===== config.mk =====
export PLATFORM = sky130hd
export DESIGN_NAME = gene_matcher_multi
export DESIGN_NICKNAME = d
export VERILOG_FILES = /design/src/rtl/gene_pkg.sv /design/src/rtl/gene_hamming_dist.sv /design/src/rtl/gene_matcher_multi.sv
export SDC_FILE = /design/constraint.sdc
export NUM_CORES = 1
export LEC_CHECK = 0
export ABC_CLOCK_PERIOD_IN_PS = 8700
export BUFFER_PORTS_ARGS = -buffer_cell sky130_fd_sc_hd__buf_2
export CORE_ASPECT_RATIO = 0.8
export CORE_MARGIN = 1.5
export CORE_UTILIZATION = 30
export CTS_CLUSTER_DIAMETER = 40
export DETAILED_ROUTE_END_ITERATION = 6
export GPL_ROUTABILITY_DRIVEN = 0
export SYNTH_ARGS = -nofsm -noshare
export SYNTH_HDL_FRONTEND = slang
export SYNTH_SLANG_ARGS = --single-unit

===== constraint.sdc =====
create_clock -name clk -period 8.7 [get_ports clk]
set_input_delay 0.435 -clock clk [delete_from_list [all_inputs] [get_ports clk]]
set_output_delay 0.435 -clock clk [all_outputs]
set_load 0.02 [all_outputs]

===== src/rtl/gene_pkg.sv =====
// Shared nucleotide types and helpers for the multi-pattern motif matcher.
// Window and pattern compares count mismatches through one popcount helper.
package gene_pkg;

    typedef logic [1:0] nucleotide_t;

    localparam nucleotide_t NT_A = 2'b00;
    localparam nucleotide_t NT_C = 2'b01;
    localparam nucleotide_t NT_G = 2'b10;
    localparam nucleotide_t NT_T = 2'b11;

    // Longest motif the mismatch counter can handle, and its result width.
    localparam int MAX_PAT_LEN = 64;
    localparam int POP_W       = 7;

    // A<->T and C<->G are bitwise inverses under this encoding.
    function automatic nucleotide_t complement(input nucleotide_t n);
        return ~n;
    endfunction

    function automatic logic [POP_W-1:0] mismatch_count(input logic [MAX_PAT_LEN-1:0] mm);
        logic [POP_W-1:0] n;
        n = {POP_W{1'b0}};
        for (int i = 0; i < MAX_PAT_LEN; i++) begin
            n = n + {{(POP_W-1){1'b0}}, mm[i]};
        end
        return n;
    endfunction

endpackage


===== src/rtl/gene_hamming_dist.sv =====
// Combinational per-channel compare: forward and reverse-complement Hamming
// distance of the window against one pattern, checked against its threshold.
module gene_hamming_dist
    import gene_pkg::*;
#(
    parameter int PAT_LEN = 8,
    parameter int DIST_W  = $clog2(PAT_LEN + 1)
) (
    input  nucleotide_t [PAT_LEN-1:0] i_win,
    input  nucleotide_t [PAT_LEN-1:0] i_pat,
    input  logic        [DIST_W-1:0]  i_thr,
    input  logic                      i_rc_en,
    output logic                      o_hit
);

    logic [MAX_PAT_LEN-1:0] w_mm_f;
    logic [MAX_PAT_LEN-1:0] w_mm_r;
    logic [POP_W-1:0]       w_dist_f;
    logic [POP_W-1:0]       w_dist_r;
    logic [POP_W-1:0]       w_thr;

    // Per-position mismatch flags; the reverse compare walks the pattern backwards.
    always_comb begin
        w_mm_f = {MAX_PAT_LEN{1'b0}};
        w_mm_r = {MAX_PAT_LEN{1'b0}};
        for (int i = 0; i < PAT_LEN; i++) begin
            w_mm_f[i] = (i_win[i] != i_pat[i]);
            w_mm_r[i] = (i_win[i] != complement(i_pat[PAT_LEN-1-i]));
        end
    end

    assign w_dist_f = mismatch_count(w_mm_f);
    assign w_dist_r = mismatch_count(w_mm_r);
    assign w_thr    = POP_W'(i_thr);
    assign o_hit    = (w_dist_f <= w_thr) | (i_rc_en & (w_dist_r <= w_thr));

endmodule


===== src/rtl/gene_matcher_multi.sv =====
// Streaming DNA motif matcher: one sliding window compared against NUM_PAT
// loadable patterns, each with its own threshold and saturating hit counter.
module gene_matcher_multi
    import gene_pkg::*;
#(
    parameter  int PAT_LEN = 8,
    parameter  int NUM_PAT = 4,
    parameter  int CNT_W   = 8,
    localparam int DIST_W  = $clog2(PAT_LEN + 1),
    localparam int SEL_W   = (NUM_PAT > 1) ? $clog2(NUM_PAT) : 1
) (
    input  logic               clk,
    input  logic               rst,
    input  logic [1:0]         sym_in,
    input  logic               sym_valid,
    input  logic               clear,
    input  logic               rc_en,
    input  logic               cfg_we,
    input  logic               cfg_thr_we,
    input  logic [SEL_W-1:0]   cfg_chan,
    input  logic [1:0]         cfg_sym,
    input  logic [DIST_W-1:0]  cfg_thr,
    input  logic [SEL_W-1:0]   cnt_sel,
    output logic [NUM_PAT-1:0] match,
    output logic               match_any,
    output logic [CNT_W-1:0]   cnt_out
);

    nucleotide_t [PAT_LEN-1:0] r_win;
    logic        [DIST_W-1:0]  r_fill;
    logic                      r_pend;
    nucleotide_t [PAT_LEN-1:0] r_pat [NUM_PAT];
    logic        [DIST_W-1:0]  r_thr [NUM_PAT];
    logic        [CNT_W-1:0]   r_cnt [NUM_PAT];

    logic [NUM_PAT-1:0] w_hit;
    logic [NUM_PAT-1:0] w_fire;
    logic               w_full;

    assign w_full = (r_fill == DIST_W'(PAT_LEN));

    // Pattern and threshold storage; clear leaves configuration untouched.
    always_ff @(posedge clk or posedge rst) begin
        if (rst) begin
            for (int c = 0; c < NUM_PAT; c++) begin
                r_pat[c] <= {PAT_LEN{NT_A}};
                r_thr[c] <= {DIST_W{1'b0}};
            end
        end else begin
            for (int c = 0; c < NUM_PAT; c++) begin
                if (cfg_we && (cfg_chan == SEL_W'(c))) begin
                    r_pat[c] <= {r_pat[c][PAT_LEN-2:0], cfg_sym};
                end
                if (cfg_thr_we && (cfg_chan == SEL_W'(c))) begin
                    r_thr[c] <= cfg_thr;
                end
            end
        end
    end

    for (genvar c = 0; c < NUM_PAT; c++) begin : g_chan
        gene_hamming_dist #(
            .PAT_LEN (PAT_LEN),
            .DIST_W  (DIST_W)
        ) u_dist (
            .i_win   (r_win),
            .i_pat   (r_pat[c]),
            .i_thr   (r_thr[c]),
            .i_rc_en (rc_en),
            .o_hit   (w_hit[c])
        );
    end

    // A compare only fires one edge after a symbol was actually accepted.
    assign w_fire = w_hit & {NUM_PAT{w_full & r_pend}};

    // Window, fill level, match pulses and hit counters.
    always_ff @(posedge clk or posedge rst) begin
        if (rst) begin
            r_win     <= {PAT_LEN{NT_A}};
            r_fill    <= {DIST_W{1'b0}};
            r_pend    <= 1'b0;
            match     <= {NUM_PAT{1'b0}};
            match_any <= 1'b0;
            for (int c = 0; c < NUM_PAT; c++) begin
                r_cnt[c] <= {CNT_W{1'b0}};
            end
        end else if (clear) begin
            r_fill    <= {DIST_W{1'b0}};
            r_pend    <= 1'b0;
            match     <= {NUM_PAT{1'b0}};
            match_any <= 1'b0;
            for (int c = 0; c < NUM_PAT; c++) begin
                r_cnt[c] <= {CNT_W{1'b0}};
            end
        end else begin
            if (sym_valid) begin
                r_win <= {r_win[PAT_LEN-2:0], sym_in};
                if (!w_full) begin
                    r_fill <= r_fill + DIST_W'(1);
                end
            end
            r_pend    <= sym_valid;
            match     <= w_fire;
            match_any <= |w_fire;
            for (int c = 0; c < NUM_PAT; c++) begin
                if (w_fire[c] && (r_cnt[c] != {CNT_W{1'b1}})) begin
                    r_cnt[c] <= r_cnt[c] + CNT_W'(1);
                end
            end
        end
    end

    // Counter readback; an out-of-range select reads zero.
    always_comb begin
        cnt_out = {CNT_W{1'b0}};
        for (int c = 0; c < NUM_PAT; c++) begin
            cnt_out = (cnt_sel == SEL_W'(c)) ? r_cnt[c] : cnt_out;
        end
    end

endmodule

# Word-level counts from Yosys, hierarchy flattened

Cells that the tools add are included.

Register bits after elaboration: 138
Bits of input ports: 19
Output and inout port bits: 13
Word-level logic and storage cells: 277

$add $sub $neg: 61
Order comparisons: 8
Equality and inequality tests: 76
Multiplexer cells: 15
Bitwise operators: 43
Reductions and logical operators: 22

Operators with widths:

| operator                                                        | number |
|---|---|
| 7-bit by 1-bit adder with 7-bit output                          | 48 |
| 2-bit != test                                                   | 64 |
| 8-bit 2-to-1 mux                                                | 8 |
| 2-bit NOT                                                       | 32 |
| 7-bit by 4-bit less-or-equal comparator with 1-bit output       | 8 |
| 8-bit by 1-bit adder with 8-bit output, second input constant   | 4 |
| 32-bit 2-to-1 mux                                               | 1 |
| 8-bit != test, second input constant                            | 4 |
| 1-bit by 1-bit adder with 2-bit output                          | 8 |
| 4-bit 2-to-1 mux                                                | 4 |
| 1-bit logical AND                                               | 12 |
| 2-bit nonzero test                                              | 5 |
| 2-bit == test, second input constant                            | 4 |
| 1-bit bitwise AND                                               | 5 |
| 4-bit by 1-bit adder with 4-bit output, second input constant   | 1 |
| 4-bit bitwise AND                                               | 1 |
| 2-bit by 1-bit == test with 1-bit output, second input constant | 2 |
| 4-bit == test, second input constant                            | 1 |
| 2-bit zero test                                                 | 2 |
| 1-bit bitwise OR                                                | 4 |
| 2-bit AND reduction                                             | 2 |
| 4-bit OR reduction                                              | 1 |
| 1-bit 2-to-1 mux                                                | 2 |
| 2-bit != test, second input constant                            | 1 |
| 1-bit NOT                                                       | 1 |

# Longest topological paths before layout

Depth after elaboration: 16
Mapped depth: 18
Gate-level depth less buffers: 16

# Modules after synthesis

Synthesis repeated with hierarchy kept, for this count alone.

Cells, all modules: 836
Area total of the unflattened synthesis: 9,256.4 um^2

Modules (own cells, without submodules):

| module             | times used | cells each | area each (um^2) | sequential area each (um^2) |
|---|---|---|---|---|
| gene_matcher_multi | 1          | 428        | 5,913.2          | 3,453.3 |
| gene_hamming_dist  | 4          | 102        | 835.8            | 0.0 |

# Least setup slack after synthesis

No wires, ideal clock.

Path type: reg2reg
Start: register r_win[0] in the netlist's numbering
End: register r_cnt[3] in the netlist's numbering
Library setup time: 0.125 ns
Arrival: 4.667 ns
Data required time: 8.575 ns
Path slack: 3.909 ns
Stages on the path, launching flop included: 17
Buffers on the path: 1
Period minus slack after synthesis: 4.791 ns
Cells stage by stage: dfrtp_1 > clkbuf_1 > xor2_1 > nand2_1 > ha_1 > inv_1 > fa_1 > fa_1 > fa_1 > fa_1 > inv_1 > ha_1 > nor2b_1 > o31ai_1 > a31oi_2 > a211oi_1 > mux2_2

Cells in the longest elaborated chain, start to end: 14
Elaborated cells between the ends (all ways): 23
Those cells by class: 14 x add/sub; 2 x order compare; 2 x eq/ne; 3 x bitwise; 2 x reduce/logical

Ends and longest elaborated chain:

| item                                                      | line                      | RTL |
|---|---|---|
| from (decl)                                               | gene_matcher_multi.sv:29  | `nucleotide_t [PAT_LEN-1:0] r_win;` |
| from (signal assigned)                                    | gene_matcher_multi.sv:80  | `r_win <= {PAT_LEN{NT_A}};` |
| from (signal assigned)                                    | gene_matcher_multi.sv:98  | `r_win <= {r_win[PAT_LEN-2:0], sym_in};` |
| 2-bit != test                                             | gene_hamming_dist.sv:28   | `w_mm_r[i] = (i_win[i] != complement(i_pat[PAT_LEN-1-i]));` |
| 1-bit by 1-bit adder with 2-bit output                    | gene_pkg.sv:25            | `n = n + {{(POP_W-1){1'b0}}, mm[i]};` |
| 7-bit by 1-bit adder with 7-bit output (6 in a row)       | gene_pkg.sv:25            |  |
| 7-bit by 4-bit less-or-equal comparator with 1-bit output | gene_hamming_dist.sv:35   | `assign o_hit = (w_dist_f <= w_thr) \| (i_rc_en & (w_dist_r <= w_thr));` |
| 1-bit bitwise AND                                         | gene_hamming_dist.sv:35   |  |
| 1-bit bitwise OR (*)                                      | gene_hamming_dist.sv:35   |  |
| 4-bit bitwise AND (*)                                     | gene_matcher_multi.sv:75  | `assign w_fire = w_hit & {NUM_PAT{w_full & r_pend}};` |
| 1-bit logical AND (*)                                     | gene_matcher_multi.sv:107 | `if (w_fire[c] && (r_cnt[c] != {CNT_W{1'b1}})) begin` |
| 2-bit nonzero test (no source line) (*)                   | n/a                       |  |
| to (signal, indexed assignment)                           | gene_matcher_multi.sv:86  | `r_cnt[c] <= {CNT_W{1'b0}};` |
| to (signal, indexed assignment)                           | gene_matcher_multi.sv:94  | `r_cnt[c] <= {CNT_W{1'b0}};` |
| to (signal, indexed assignment)                           | gene_matcher_multi.sv:108 | `r_cnt[c] <= r_cnt[c] + CNT_W'(1);` |
| to (decl)                                                 | gene_matcher_multi.sv:34  | `logic [CNT_W-1:0] r_cnt [NUM_PAT];` |

Mark *: on every way between the ends. The rest lies on a longest branch, timed or not.
A chain may end at the register's enable or synchronous reset.

# Worst setup path in the final report

Start: register r_win[2] in the netlist's numbering
End: register r_cnt[4] in the netlist's numbering

The elaborated chain is that of the path after synthesis.

==> impl_metrics.yaml <==
status:
  status: "finished clean"
synth:
  syn_nets: 1013
  synth_top_cell_by_area: "dfrtp_1"
  yosysSeqAreaShare: 0.361
  synth-edff-count: 0
  ys.flop_type: "dfrtp_1"
  syn_avg_cell_area_um2: 10.6
  yosysWarnings: 0
  synth_top_area_share: 0.361
  syn_area_um2: 9560
  async_flop_share: 1.00
  ys_seq_elements: 138
  synthCells: 900
  synth_area_leaders: "dfrtp_1 36%, mux2_2 12%, ha_1 8.1%"
  synth.distinct_cells: 57
route:
  drt-total-wl_um: 22000
  dr.pass1.iters: 4
  vias_per_cell: 4.76
  drtAntennaViolNets: 0
  drc: 0
  drtIter0Drc: 423
  wl_per_cell_um: 16.3
  num_vias: 6440
sta:
  setup_viol_count_final: 0
  rsz0062_at_grt: "no"
  slew_violations: 0
  slew_headroom: 0.304
  worst_pin_slew_ns: 1.04
  worst_clock_skew_ns: 0.00868
  hold_viol_final: 0
  period_needed_ns: 5.03
  fmax_mhz: 199
  finalSetupTns_ns: 0
  fin_crit_sh: 0.578
critical_path:
  critPathKind: "flip-flop to flip-flop"
  crit_required_ns: 9.02
  crit_path_frequent_cell: "fa_1"
  cp_cell_sequence: "xor2_1 > nand2_1 > ha_1 > inv_1 > fa_1 > fa_1 > fa_1 > fa_1 > inv_1 > ha_1 > nor2b_1 > o31ai_1 > a31oi_2 > a211oi_1 > mux2_2"
  r2r_setup_slack_ns: 3.67
  cp_num_buf_inv: 2
  critPathTopFamily: "adder cells"
  cp_max_fo: 10
  arrival_ns: 5.35
  endpoint_kind: "flip-flop"
  crit_slowest_cell: "dfrtp_1"
  start_kind: "flip-flop"
  max_stage_delay_ns: 0.64
finish:
  fillers: 3119
  final_nets: 1032
  multi_input_area_um2: 5700
  final_cell_mix: "138 x dfrtp_1, 102 x mux2_2, 73 x xnor2_1"
  area_growth_pct: 12.4
  drive_gt1_frac: 0.201
  regArea_um2: 3450
  final_common_cell: "dfrtp_1"
clocking:
  clock_sinks: 138
  ctsHoldBuffers: 0
  cts_buffers: 17
  cts_max_path_buffers: 2
  path_clk_slew_ns: 0.06
  htree_num_levels: 4
  post_cts_buffers: 0
  insertion_delay_ns: 0.44
  clockRootBuffer: "clkbuf_16"
  cts_tree: "done"
  cts_resized: 0
floorplan:
  rows: 58
  fp.dieH_um: 163
  io_pins: 32
  core-area_um2: 31400
  die_w_um: 203
  die-area_um2: 33000
  start_util: 0.304
worst_hold_path:
  hold_class: "primary input to asynchronous set/reset pin"
global_route:
  grt_antenna_before_repair: 1
  grt_pass1_wl_um: 35400
  gr-total-overflow: 0
  grt_pass1_vias: 6245
  grt_max_degree: 76
  grt_use_total: 0.141
placement:
  io_buffers: 31
  dpl.hpwl_um: 16100
run:
  cap_violations: 0
[layout make-up]
class,instances,share of cell area
Antenna cell,1,0.000233
Clock buffer,17,0.0396
Clock inverter,15,0.0176
Inverter,68,0.0242
Multi-Input combinational cell,659,0.531
Sequential cell,138,0.321
Tap cell,420,0.0489
Timing Repair Buffer,35,0.0172
[final timing paths]
| path | from | end | depth (start not counted) |
|---|---|---|---|
| worst max register to register | r_win[2] | r_cnt[4] | 15 |
| worst min-delay path | rst | r_fill[0] | 2 |
| worst min register to register | r_thr[1] | r_thr[1] | 1 |
| min in group clk | sym_in[0] | r_win[0] | 2 |
| max in group asynchronous | rst | r_pat[30] | 3 |
| worst max-delay path | r_win[2] | r_cnt[4] | 15 |
[state kept, by name, summed over array words and instances (netlist names)]
| signal | flops |
|---|---|
| r_pat | 64 |
| r_cnt | 32 |
| r_thr | 16 |
| r_win | 16 |
| match | 4 |
| r_fill | 4 |
| match_any | 1 |
| r_pend | 1 |
[stage by stage]
step	cell area (um^2)	hold WS [ns]	setup WS, ns	util	std cells
after floorplan	9560	0.479	3.91	-	900
after global placement	10100	0.493	3.78	0.322	1320
after detailed placement	10100	0.496	3.67	0.322	1320
after CTS	10700	0.157	3.66	0.342	1352
after global routing	10700	0.177	3.46	0.342	1352
final	10700	0.114	3.67	0.342	1353
[metal layers]
layer / routed length, um / GRT usage / vias to the layer above
met4: 278 / 0.0421 / 0
met5: 0 / 0 / -
met3: 1010 / 0.0324 / 22
met1: 11500 / 0.213 / 3186
li1: - / - / 3106
met2: 9190 / 0.198 / 126
[Yosys cell counts (all sizes together) (3+ instances only)]
library cell	n
o21ai	20
mux4	8
fa	32
xnor2	73
buf	14
inv	68
a21oi	30
nand3	20
nand2	51
nand2b	7
nor3	5
xor2	66
nor2	68
dfrtp	138
clkbuf	21
o21a	10
nor2b	20
and2	4
mux2	102
ha	62
and3	10
or4	8
o31ai	9
a211oi	8
o32ai	3
o22ai	3
a31oi	3
nand3b	4
nand4	4
[cells by family (layout without fill, tap and decap cells)]
logic type               count (synthesis)  after routing  synth area share
flip-flops                             138            138             0.361
multiplexers                           112            112             0.141
XOR/XNOR                               139            139             0.127
AND/OR/NAND/NOR                        212            212             0.108
other                                    0              1                 0
buffers and inverters                  103            135            0.0425
adder cells (fa/ha/maj)                 94             94             0.148
AO/OA/AOI/OAI                          102            102            0.0714
Power is left out: the tool's default activity adds up to more than one toggle a clock period on the data nets, which glitch-free logic cannot reach.
